## src/rtl/ecc_secded_pipe.sv

```systemverilog
// Pipelined SECDED codec: Hamming check bits at power-of-two positions plus an overall parity bit.
// Saturating error counters are built only when ECC_ERR_CNT_EN is defined.
module ecc_secded_pipe #(
  parameter int DATA_W = 128,
  parameter int CNT_W  = 16,
  localparam int R = (DATA_W <= 11)  ? 4 :
                     (DATA_W <= 26)  ? 5 :
                     (DATA_W <= 57)  ? 6 :
                     (DATA_W <= 120) ? 7 :
                     (DATA_W <= 247) ? 8 : 9,
  localparam int CODE_W = R + 1
) (
  input  logic              clk,
  input  logic              rst,
  input  logic              enc_valid,
  input  logic [DATA_W-1:0] enc_data,
  output logic              enc_out_valid,
  output logic [DATA_W-1:0] enc_out_data,
  output logic [CODE_W-1:0] enc_out_code,
  input  logic              dec_in_valid,
  output logic              dec_in_ready,
  input  logic [DATA_W-1:0] dec_in_data,
  input  logic [CODE_W-1:0] dec_in_code,
  output logic              dec_out_valid,
  input  logic              dec_out_ready,
  output logic [DATA_W-1:0] dec_out_data,
  output logic              dec_out_sec,
  output logic              dec_out_ded,
  input  logic              cnt_clr,
  output logic [CNT_W-1:0]  sec_cnt,
  output logic [CNT_W-1:0]  ded_cnt
);

  localparam logic [R-1:0] LAST_POS = R'(DATA_W + R);

  // Each data bit contributes its codeword position to the check bits.
  function automatic logic [R-1:0] check_bits(input logic [DATA_W-1:0] d);
    logic [R-1:0] c;
    int unsigned  p;
    c = '0;
    p = 2;
    for (int j = 0; j < DATA_W; j++) begin
      p = p + 1;
      if ((p & (p - 1)) == 0) p = p + 1;
      if (d[j]) c = c ^ p[R-1:0];
    end
    return c;
  endfunction

  function automatic logic [DATA_W-1:0] flip_mask(input logic [R-1:0] s);
    logic [DATA_W-1:0] m;
    int unsigned       p;
    m = '0;
    p = 2;
    for (int j = 0; j < DATA_W; j++) begin
      p = p + 1;
      if ((p & (p - 1)) == 0) p = p + 1;
      m[j] = (p[R-1:0] == s);
    end
    return m;
  endfunction

  logic [R-1:0] enc_chk;
  assign enc_chk = check_bits(enc_data);

  always_ff @(posedge clk) begin
    if (rst) begin
      enc_out_valid <= 1'b0;
      enc_out_data  <= '0;
      enc_out_code  <= '0;
    end else begin
      enc_out_valid <= enc_valid;
      if (enc_valid) begin
        enc_out_data <= enc_data;
        enc_out_code <= {^enc_data ^ ^enc_chk, enc_chk};
      end
    end
  end

  logic              s1_valid;
  logic [R-1:0]      s1_syn;
  logic              s1_par;
  logic [DATA_W-1:0] s1_data;
  logic              s1_load;
  logic              s2_load;
  logic [R-1:0]      in_syn;

  assign s2_load      = !dec_out_valid || dec_out_ready;
  assign s1_load      = !s1_valid || s2_load;
  assign dec_in_ready = s1_load;
  assign in_syn       = check_bits(dec_in_data) ^ dec_in_code[R-1:0];

  always_ff @(posedge clk) begin
    if (rst) begin
      s1_valid <= 1'b0;
      s1_syn   <= '0;
      s1_par   <= 1'b0;
      s1_data  <= '0;
    end else if (s1_load) begin
      s1_valid <= dec_in_valid;
      if (dec_in_valid) begin
        s1_syn  <= in_syn;
        s1_par  <= ^dec_in_data ^ ^dec_in_code;
        s1_data <= dec_in_data;
      end
    end
  end

  // Odd parity with an in-range syndrome is correctable; syndromes 0 and 2^i hit no data bit.
  logic              syn_zero;
  logic              in_range;
  logic              c_sec;
  logic              c_ded;
  logic [DATA_W-1:0] fixed;

  assign syn_zero = (s1_syn == '0);
  assign in_range = (s1_syn <= LAST_POS);
  assign c_sec    = s1_par && in_range;
  assign c_ded    = s1_par ? !in_range : !syn_zero;
  assign fixed    = c_sec ? (s1_data ^ flip_mask(s1_syn)) : s1_data;

  always_ff @(posedge clk) begin
    if (rst) begin
      dec_out_valid <= 1'b0;
      dec_out_data  <= '0;
      dec_out_sec   <= 1'b0;
      dec_out_ded   <= 1'b0;
    end else if (s2_load) begin
      dec_out_valid <= s1_valid;
      if (s1_valid) begin
        dec_out_data <= fixed;
        dec_out_sec  <= c_sec;
        dec_out_ded  <= c_ded;
      end
    end
  end

`ifdef ECC_ERR_CNT_EN
  logic out_xfer;
  assign out_xfer = dec_out_valid && dec_out_ready;

  always_ff @(posedge clk) begin
    if (rst || cnt_clr) begin
      sec_cnt <= '0;
      ded_cnt <= '0;
    end else if (out_xfer) begin
      if (dec_out_sec && sec_cnt != '1) sec_cnt <= sec_cnt + 1'b1;
      if (dec_out_ded && ded_cnt != '1) ded_cnt <= ded_cnt + 1'b1;
    end
  end
`else
  logic unused_cnt_clr;
  assign unused_cnt_clr = cnt_clr;
  assign sec_cnt = '0;
  assign ded_cnt = '0;
`endif

endmodule

```

## config.mk

```make
export PLATFORM = sky130hd
export DESIGN_NAME = ecc_secded_pipe
export DESIGN_NICKNAME = d
export VERILOG_FILES = /design/src/rtl/ecc_secded_pipe.sv
export SDC_FILE = /design/constraint.sdc
export NUM_CORES = 1
export LEC_CHECK = 0
export CORE_AREA = 2 2 221 223
export DETAILED_ROUTE_END_ITERATION = 16
export DIE_AREA = 0 0 223 225
export PLACE_DENSITY = 0.72
export SYNTH_ARGS = -nofsm -noshare
export SYNTH_HDL_FRONTEND = slang
export SYNTH_SLANG_ARGS = --single-unit
```

## constraint.sdc

```tcl
create_clock -name clk -period 5.6 [get_ports clk]
set_input_delay 1.68 -clock clk [delete_from_list [all_inputs] [get_ports clk]]
set_output_delay 1.68 -clock clk [all_outputs]
set_load 0.03 [all_outputs]
```

==> results of run 1 <==
-- power breakdown --
part | total [W] | internal (W) | switching, W
Combinational | 0.00425 | 0.00217 | 0.00208
Clock | 0.00319 | 0.00193 | 0.00126
Sequential | 0.00332 | 0.00312 | 0.000197
-- worst min-delay path, stage by stage (launching register included) --
cell	delay, ns
dfxtp_1	0.31
nand2_1	0.05
a21oi_1	0.05
-- layout by cell type (no fill, tap or decap), drive strengths merged, types with 12 or more instances in the layout --
master         synthesis  routed
or3                   76      76
clkdlybuf4s50          0     537
o21ai                 75      75
xnor3                 47      47
a311oi                74      74
buf                   39      12
clkbuf               138      66
a21oi                135     135
xor2                 114     114
dfxtp                407     407
xnor2                398     398
nand2                338     338
conb                   1      32
nor2                 286     286
a211oi                63      63
mux2i                134     134
-- logic make-up (layout without fill, tap and decap cells) --
group	count (synthesis)	count (layout)	share of synthesized area, %
simple gates	737	737	14.44
xor+xnor	559	559	26.46
flops	407	407	38.65
compound gates	348	348	10.34
buf+inv	177	631	3.727
mux	134	134	6.362
other cells	1	39	0.01779
-- final cells by class --
type                       instances  area share (%)
timing repair buffer             549           19.53
multi-input combinational       1810           43.39
clock buffer                      66           4.717
sequential                       407           28.73
clock inverter                    16          0.8560
tap                              615           2.714
antenna                            7         0.06177
-- through the flow --
stage	setup slack (ns)	power (W)
after global routing	0.4194	0.01121
after floorplan	1.684	0.006447
after CTS	0.4804	0.01080
after global placement	0.5526	0.007554
after detailed placement	0.4872	0.007581
final	0.5120	0.01075
-- cells in the mapped netlist --
| library cell | number |
|---|---|
| and2_1 | 3 |
| nor3b_1 | 1 |
| xnor3_2 | 2 |
| nand2_1 | 338 |
| o21ai_0 | 75 |
| clkbuf_1 | 138 |
| xnor3_1 | 45 |
| and4b_1 | 1 |
| xnor2_4 | 1 |
| nor2_1 | 286 |
| a211oi_1 | 63 |
| nand3_1 | 5 |
| xnor2_1 | 396 |
| mux2i_1 | 134 |
| nor2b_1 | 8 |
| a21oi_1 | 135 |
| xnor2_2 | 1 |
| nor3_1 | 8 |
| nor4_1 | 3 |
| or3_1 | 76 |
| o211ai_1 | 1 |
| nand2b_1 | 6 |
| buf_4 | 32 |
| conb_1 | 1 |
| or4_1 | 1 |
| nand4bb_1 | 1 |
| dfxtp_1 | 407 |
| buf_2 | 1 |
| a311oi_1 | 74 |
| buf_1 | 6 |
| xor2_1 | 113 |
| xor2_2 | 1 |
-- metal layers --
layer	wire length, microns	track usage [%]	up-vias
li1	-	-	8741
met1	30270	34.57	8874
met2	39530	54.74	688
met3	5790	7.132	145
met4	3344	12.97	20
met5	133	0	-
-- state kept, by name (all words and copies together) (netlist names) --
signal         count
s1_syn             8
dec_out_ded        1
s1_valid           1
dec_out_data     128
s1_par             1
dec_out_sec        1
enc_out_data     128
enc_out_valid      1
dec_out_valid      1
enc_out_code       9
s1_data          128
-- how the worst max path moves through the flow --
| stage | startpoint | to | slack [ns] | depth (start not counted) |
|---|---|---|---|---|
| 2_1_floorplan | enc_data[44] | enc_out_code[8]$_SDFFE_PP0P_ | 1.68 | 8 |
| 3_3_place_gp | dec_out_ready | dec_in_ready | 0.55 | 4 |
| 3_5_place_dp | dec_out_ready | dec_in_ready | 0.49 | 4 |
| 4_1_cts | dec_out_ready | dec_in_ready | 0.48 | 4 |
| 5_1_grt | dec_out_ready | dec_in_ready | 0.42 | 4 |
| 6_report | dec_out_ready | dec_in_ready | 0.51 | 4 |
==> out/metrics.yaml, run 1 <==
power:
  p_leak_nw: 10.46
  ir_worst_vdd_mv: 0.2805
  power_density_nw_per_um2: 379.2
die:
  core_sq_um: 47550
  die_w_microns: 223
  io_pins: 573
  initial_utilization_pct: 44.34
  die_area_sq_um: 50180
  die_y_microns: 225
  rows: 80
cells_and_area:
  fill_cells: 4166
  multi_input_area_sq_um: 12300
  fin_util_pct: 59.64
  drive_above_1_share_pct: 3.301
  postLayoutCellArea_sq_um: 28360
  register_area_sq_um: 8148
  syn_to_final_growth_pct: 34.51
  final_nets: 3085
  fin_cells: 3470
worst_setup_path:
  crit_path_frequent_cell: "clkdlybuf4s50_1"
  cpLargestDelayFamily: "buffers and inverters"
  path_max_fanout: 5
  reg2reg_slack_ns: 2.62
  r2r_end: "dec_out_data[79]$_SDFFE_PP0P_"
  crit_path_start_kind: "primary input"
  worstPathCellList: "clkdlybuf4s50_1 > nor2b_1 > nand2_1 > clkdlybuf4s50_1"
  criticalPathCategory: "in2out"
  reg2reg_depth: 6
  r2r_start: "s1_syn[5]$_SDFFE_PP0P_"
  slowest_delay_ns: 0.70
  worst-path-buf-inv: 2
  cp.required_ns: 3.92
  arrival_ns: 3.41
  endpoint_kind: "output port"
  worst_path_max_delay_cell: "clkdlybuf4s50_1"
routing:
  firstDrtPassIters: 5
  vias: 18470
  drtAntennaViolNets: 0
  wirelength_microns: 79070
  drc: 0
  viasPerCell: 5.322
  wire_per_inst_microns: 22.79
  drt_iter0_markers: 1377
clock_tree:
  clock_path_buffers: 3
  cts_tree: "built"
  clockRootBuffer: "clkbuf_16"
  cts_buffers: 46
  htreeDepth: 2
  post_cts.repair.setup_buffers: 0
  postCtsHoldBufs: 0
  clock_latency_ns: 0.58
  clkSinkCount: 407
  cts.repair.resized: 0
  clkSlewWorstSetupHoldPaths_ns: 0.06
yosys:
  yosysSeqAreaShare_pct: 38.65
  ys_warn_count: 0
  synth_area_leaders: "dfxtp_1 39%, xnor2_1 16%, mux2i_1 6.4%, nand2_1 6.0%, nor2_1 5.1%"
  syn_inst: 2363
  syn_area_sq_um: 21080
  yosys.area.top_type: "dfxtp_1"
  synth_top_area_share_pct: 38.65
  ys_ff_latch: 407
  post_synth.cell_area_avg_sq_um: 8.921
  synth_cell_types: 32
timing:
  setup_tns_ns: 0
  fin_skew_ns: 0.008648
  hold_violations: 0
  period_share_pct: 90.86
  max_freq_mhz: 196.5
  whs_ns: 0.4611
  drv_slew: 0
  worst_slew_pin_slew_ns: 1.229
  maxSlewHeadroom_pct: 17.38
  rsz0062_at_grt: "no"
  fin_crit_ns: 5.088
  setup_viol: 0
hold_path:
  min_path_type: "reg2reg"
  holdPathEnd: "s1_data[9]$_SDFFE_PP0P_"
  min_from: "s1_data[9]$_SDFFE_PP0P_"
  hold_depth: 2
place:
  place_congestion: 0.9248
  io_buffers: 539
  place_area_sq_um: 26760
  dp_hpwl_microns: 60100
  dp_cells: 3381
status:
  status: "finished, final reports clean"
global_routing:
  overflow: 0
  grt_max_degree: 149
  grt_use_total_pct: 30.46
  grt_pass1_vias: 17780
  antenna_found_initial: 15
  grt_pass1_wl_microns: 114000
job:
  max-cap-violations: 0
No activity file was read; power rests on OpenSTA's default activity.
==> run 2: changes to the inputs <==
--- a/config.mk
+++ b/config.mk
@@ -5,10 +5,11 @@
 export SDC_FILE = /design/constraint.sdc
 export NUM_CORES = 1
 export LEC_CHECK = 0
-export CORE_AREA = 2 2 221 223
+export ABC_AREA = 1
+export CORE_AREA = 5 5 218 220
 export DETAILED_ROUTE_END_ITERATION = 16
 export DIE_AREA = 0 0 223 225
-export PLACE_DENSITY = 0.72
+export PLACE_DENSITY = 0.85
 export SYNTH_ARGS = -nofsm -noshare
 export SYNTH_HDL_FRONTEND = slang
 export SYNTH_SLANG_ARGS = --single-unit
==> out/metrics.yaml, run 2 <==
status:
  status: "finished, final reports clean"
power:
  switching_power_w: 0.004093  # +16%
  combPwrFrac_pct: 39.5  # about the same
  pwr-share-clk_pct: 29.8  # about the same
  p_int_w: 0.006703  # -7.2%
  power_density_nw_per_um2: 333.0  # -12%
  finalPower_w: 0.01080  # +0.39%
  pwr-share-seq_pct: 30.7  # about the same
  ir_worst_vdd_mv: 0.3134  # +12%
  switching_share_pct: 37.91  # +5.1 points
  p_leak_nw: 15.08  # +44%
worst_setup_path:
  path_max_fanout: 3  # -2
  crit_path_start_kind: "primary input"
  criticalPathCategory: "in2out"
  arrival_ns: 3.03  # -0.38 ns
  cp.required_ns: 3.92  # about the same
  endpoint_kind: "output port"
place:
  dp_cells: 4753  # +41%
  place_congestion: 0.9648  # +4.3%
  io_buffers: 539  # unchanged
  dp_hpwl_microns: 69460  # +16%
yosys:
  synth_cell_types: 39  # +22%
  synth.most_common_cell: "nand2_1"
  ys_warn_count: 0  # unchanged
  yosys.area.top_type: "dfxtp_1"
  ys_ff_latch: 407  # unchanged
  synth-compound-area-share_pct: 12.10  # +1.8 points
  synth_common_cells: "1105 x nand2_1, 516 x nor2_1, 407 x dfxtp_1"
  synth_xor_area_share_pct: 18.85  # -7.6 points
  synth_top_area_share_pct: 32.55  # -6.1 points
  yosysSeqAreaShare_pct: 32.55  # -6.1 points
  synthArstFlopShare_pct: 0  # unchanged
  synth-simple-area-share_pct: 28.22  # +14 points
  syn_inst: 3736  # +58%
  syn_area_sq_um: 25040  # +19%
  synth_top_family_by_area: "simple AND/OR/NAND/NOR gates"
  post_synth.cell_area_avg_sq_um: 6.701  # -25%
  synth_edf_count: 0  # unchanged
  synth_area_leaders: "dfxtp_1 33%, nand2_1 17%, xnor2_1 11%, nor2_1 7.7%, xor2_1 6.9%"
  synth_mux_area_share_pct: 0  # -6.4 points
  ys.flop_type: "dfxtp_1"
  synth_fa_ha_area_share_pct: 0  # unchanged
clock_tree:
  clock_path_buffers: 3  # unchanged
  postCtsHoldBufs: 0  # unchanged
  clockRootBuffer: "clkbuf_16"
  cts.repair.resized: 0  # unchanged
  htreeDepth: 2  # unchanged
  post_cts.repair.setup_buffers: 0  # unchanged
  clock_latency_ns: 0.60  # +0.02 ns
  clkSlewWorstSetupHoldPaths_ns: 0.06  # about the same
  clkSinkCount: 407  # unchanged
  cts_buffers: 46  # unchanged
  cts_tree: "built"
timing:
  maxSlewHeadroom_pct: 8.336  # -9.0 points
  hold_violations: 0  # unchanged
  drv_slew: 0  # unchanged
  fin_crit_ns: 4.705  # -0.3826 ns
  max_freq_mhz: 212.5  # +8.1%
  rsz0062_at_grt: "no"
  setup_tns_ns: 0  # unchanged
  setup_viol: 0  # unchanged
  period_share_pct: 84.02  # -6.8 points
  worst_slew_pin_slew_ns: 1.368  # +0.1385 ns
  fin_skew_ns: 0.02697  # +0.01832 ns
global_routing:
  gr-usage-met3_pct: 8.363  # +1.2 points
  grt_max_degree: 128  # -14%
  overflow: 0  # unchanged
  antenna_found_initial: 3  # -12
  grt_pass1_wl_microns: 137200  # +20%
  grt_use_met2_pct: 57.12  # +2.4 points
  grt_use_total_pct: 34.45  # +4.0 points
  grt_pass1_vias: 24610  # +38%
  busiest_layer: "met2"
  use_met1_pct: 40.65  # +6.1 points
cells_and_area:
  syn_to_final_growth_pct: 29.49
  final_cell_mix: "1104 x nand2_1, 538 x clkdlybuf4s50_1, 516 x nor2_1, 407 x dfxtp_1, 307 x inv_1"
  final_nets: 4472  # +45%
  fin_cells: 4839  # +39%
  drive_above_1_share_pct: 4.298  # +1.0 points
  reg_top3: "dec_out_data: 128 flops, enc_out_data: 128 flops, s1_data: 128 flops"
  final_common_cell: "nand2_1"
  fill_cells: 3664  # -12%
routing:
  firstDrtPassIters: 7  # +2
  drtAntennaViolNets: 0  # unchanged
  drt_iter0_markers: 2401  # +74%
  wirelength_microns: 91720  # +16%
  wire_per_inst_microns: 18.95  # -17%
  viasPerCell: 5.406  # +1.6%
  vias: 26160  # +42%
  drc: 0  # unchanged
die:
  die_w_microns: 223  # unchanged
  die_area_sq_um: 50180  # unchanged
  die_y_microns: 225  # unchanged
  rows: 78  # -2.5%
  core_sq_um: 45090  # -5.2%
  io_pins: 573  # unchanged
  initial_utilization_pct: 55.53  # +11 points
hold_path:
  min_path_type: "reg2reg"
job:
  max-cap-violations: 0  # unchanged
run 2: metal layers:
layer  part of all wire [%]  vias to the layer above  wire [microns]
met5                      0                        -               0
met4                    6.8                        0            6228
met3                     10                      315            9233
met2                     46                     1325           42110
met1                     37                    11860           34140
li1                       -                    12660               -
run 2: layout make-up:
type / count / area (sq um) / share of cell area, %
Timing Repair Buffer: 574 / 5722 / 17.65
Antenna cell: 4 / 10.01 / 0.03088
Clock buffer: 62 / 1303 / 4.018
Clock inverter: 20 / 291.5 / 0.8993
Sequential cell: 407 / 8148 / 25.13
Tap cell: 600 / 750.7 / 2.316
Multi-Input combinational cell: 2846 / 14950 / 46.13
Inverter: 326 / 1239 / 3.821
run 2: worst paths after layout:
| check | startpoint | end | slack [ns] | cells past startpoint |
|---|---|---|---|---|
| worst max-delay path | dec_out_ready | dec_in_ready | 0.89 | 4 |
| worst min-delay path | dec_out_ded$_SDFFE_PP0P_ | dec_out_ded$_SDFFE_PP0P_ | 0.49 | 2 |
| worst max register to register | s1_syn[4]$_SDFFE_PP0P_ | dec_out_data[96]$_SDFFE_PP0P_ | 2.26 | 12 |
| worst min register to register | dec_out_ded$_SDFFE_PP0P_ | dec_out_ded$_SDFFE_PP0P_ | 0.49 | 2 |
run 2: kinds of logic after synthesis:
group / after synthesis
compound gates: 505
xor+xnor: 519
buf+inv: 514
flops: 407
other cells: 1
simple gates: 1790
run 2: per-stage QoR:
stage / area, sq um / hold slack (ns) / utilization, % / setup slack, ns
4_1_cts: 32410 / 0.4792 / 71.88 / 0.8942
3_3_place_gp: 30810 / 0.4605 / 68.34 / 0.8972
5_1_grt: 32410 / 0.5006 / 71.89 / 0.8570
6_report: 32420 / 0.4866 / 71.90 / 0.8946
3_5_place_dp: 30810 / 0.4692 / 68.34 / 0.8218
2_1_floorplan: 25150 / 0.4727 / - / 1.918
run 2: critical path, stage by stage:
cell	delay, ns
clkdlybuf4s50_1	0.45
inv_1	0.04
nand3_1	0.14
clkdlybuf4s50_1	0.70
run 2: power groups by stage:
stage          clock network, W  registers (W)  logic (W)
6_report                0.00322        0.00331    0.00426
5_1_grt                 0.00334        0.00334    0.00462
4_1_cts                 0.00324        0.00331    0.00421
3_5_place_dp                  0        0.00337    0.00418
3_3_place_gp                  0        0.00336    0.00411
2_1_floorplan                 0        0.00362    0.00263
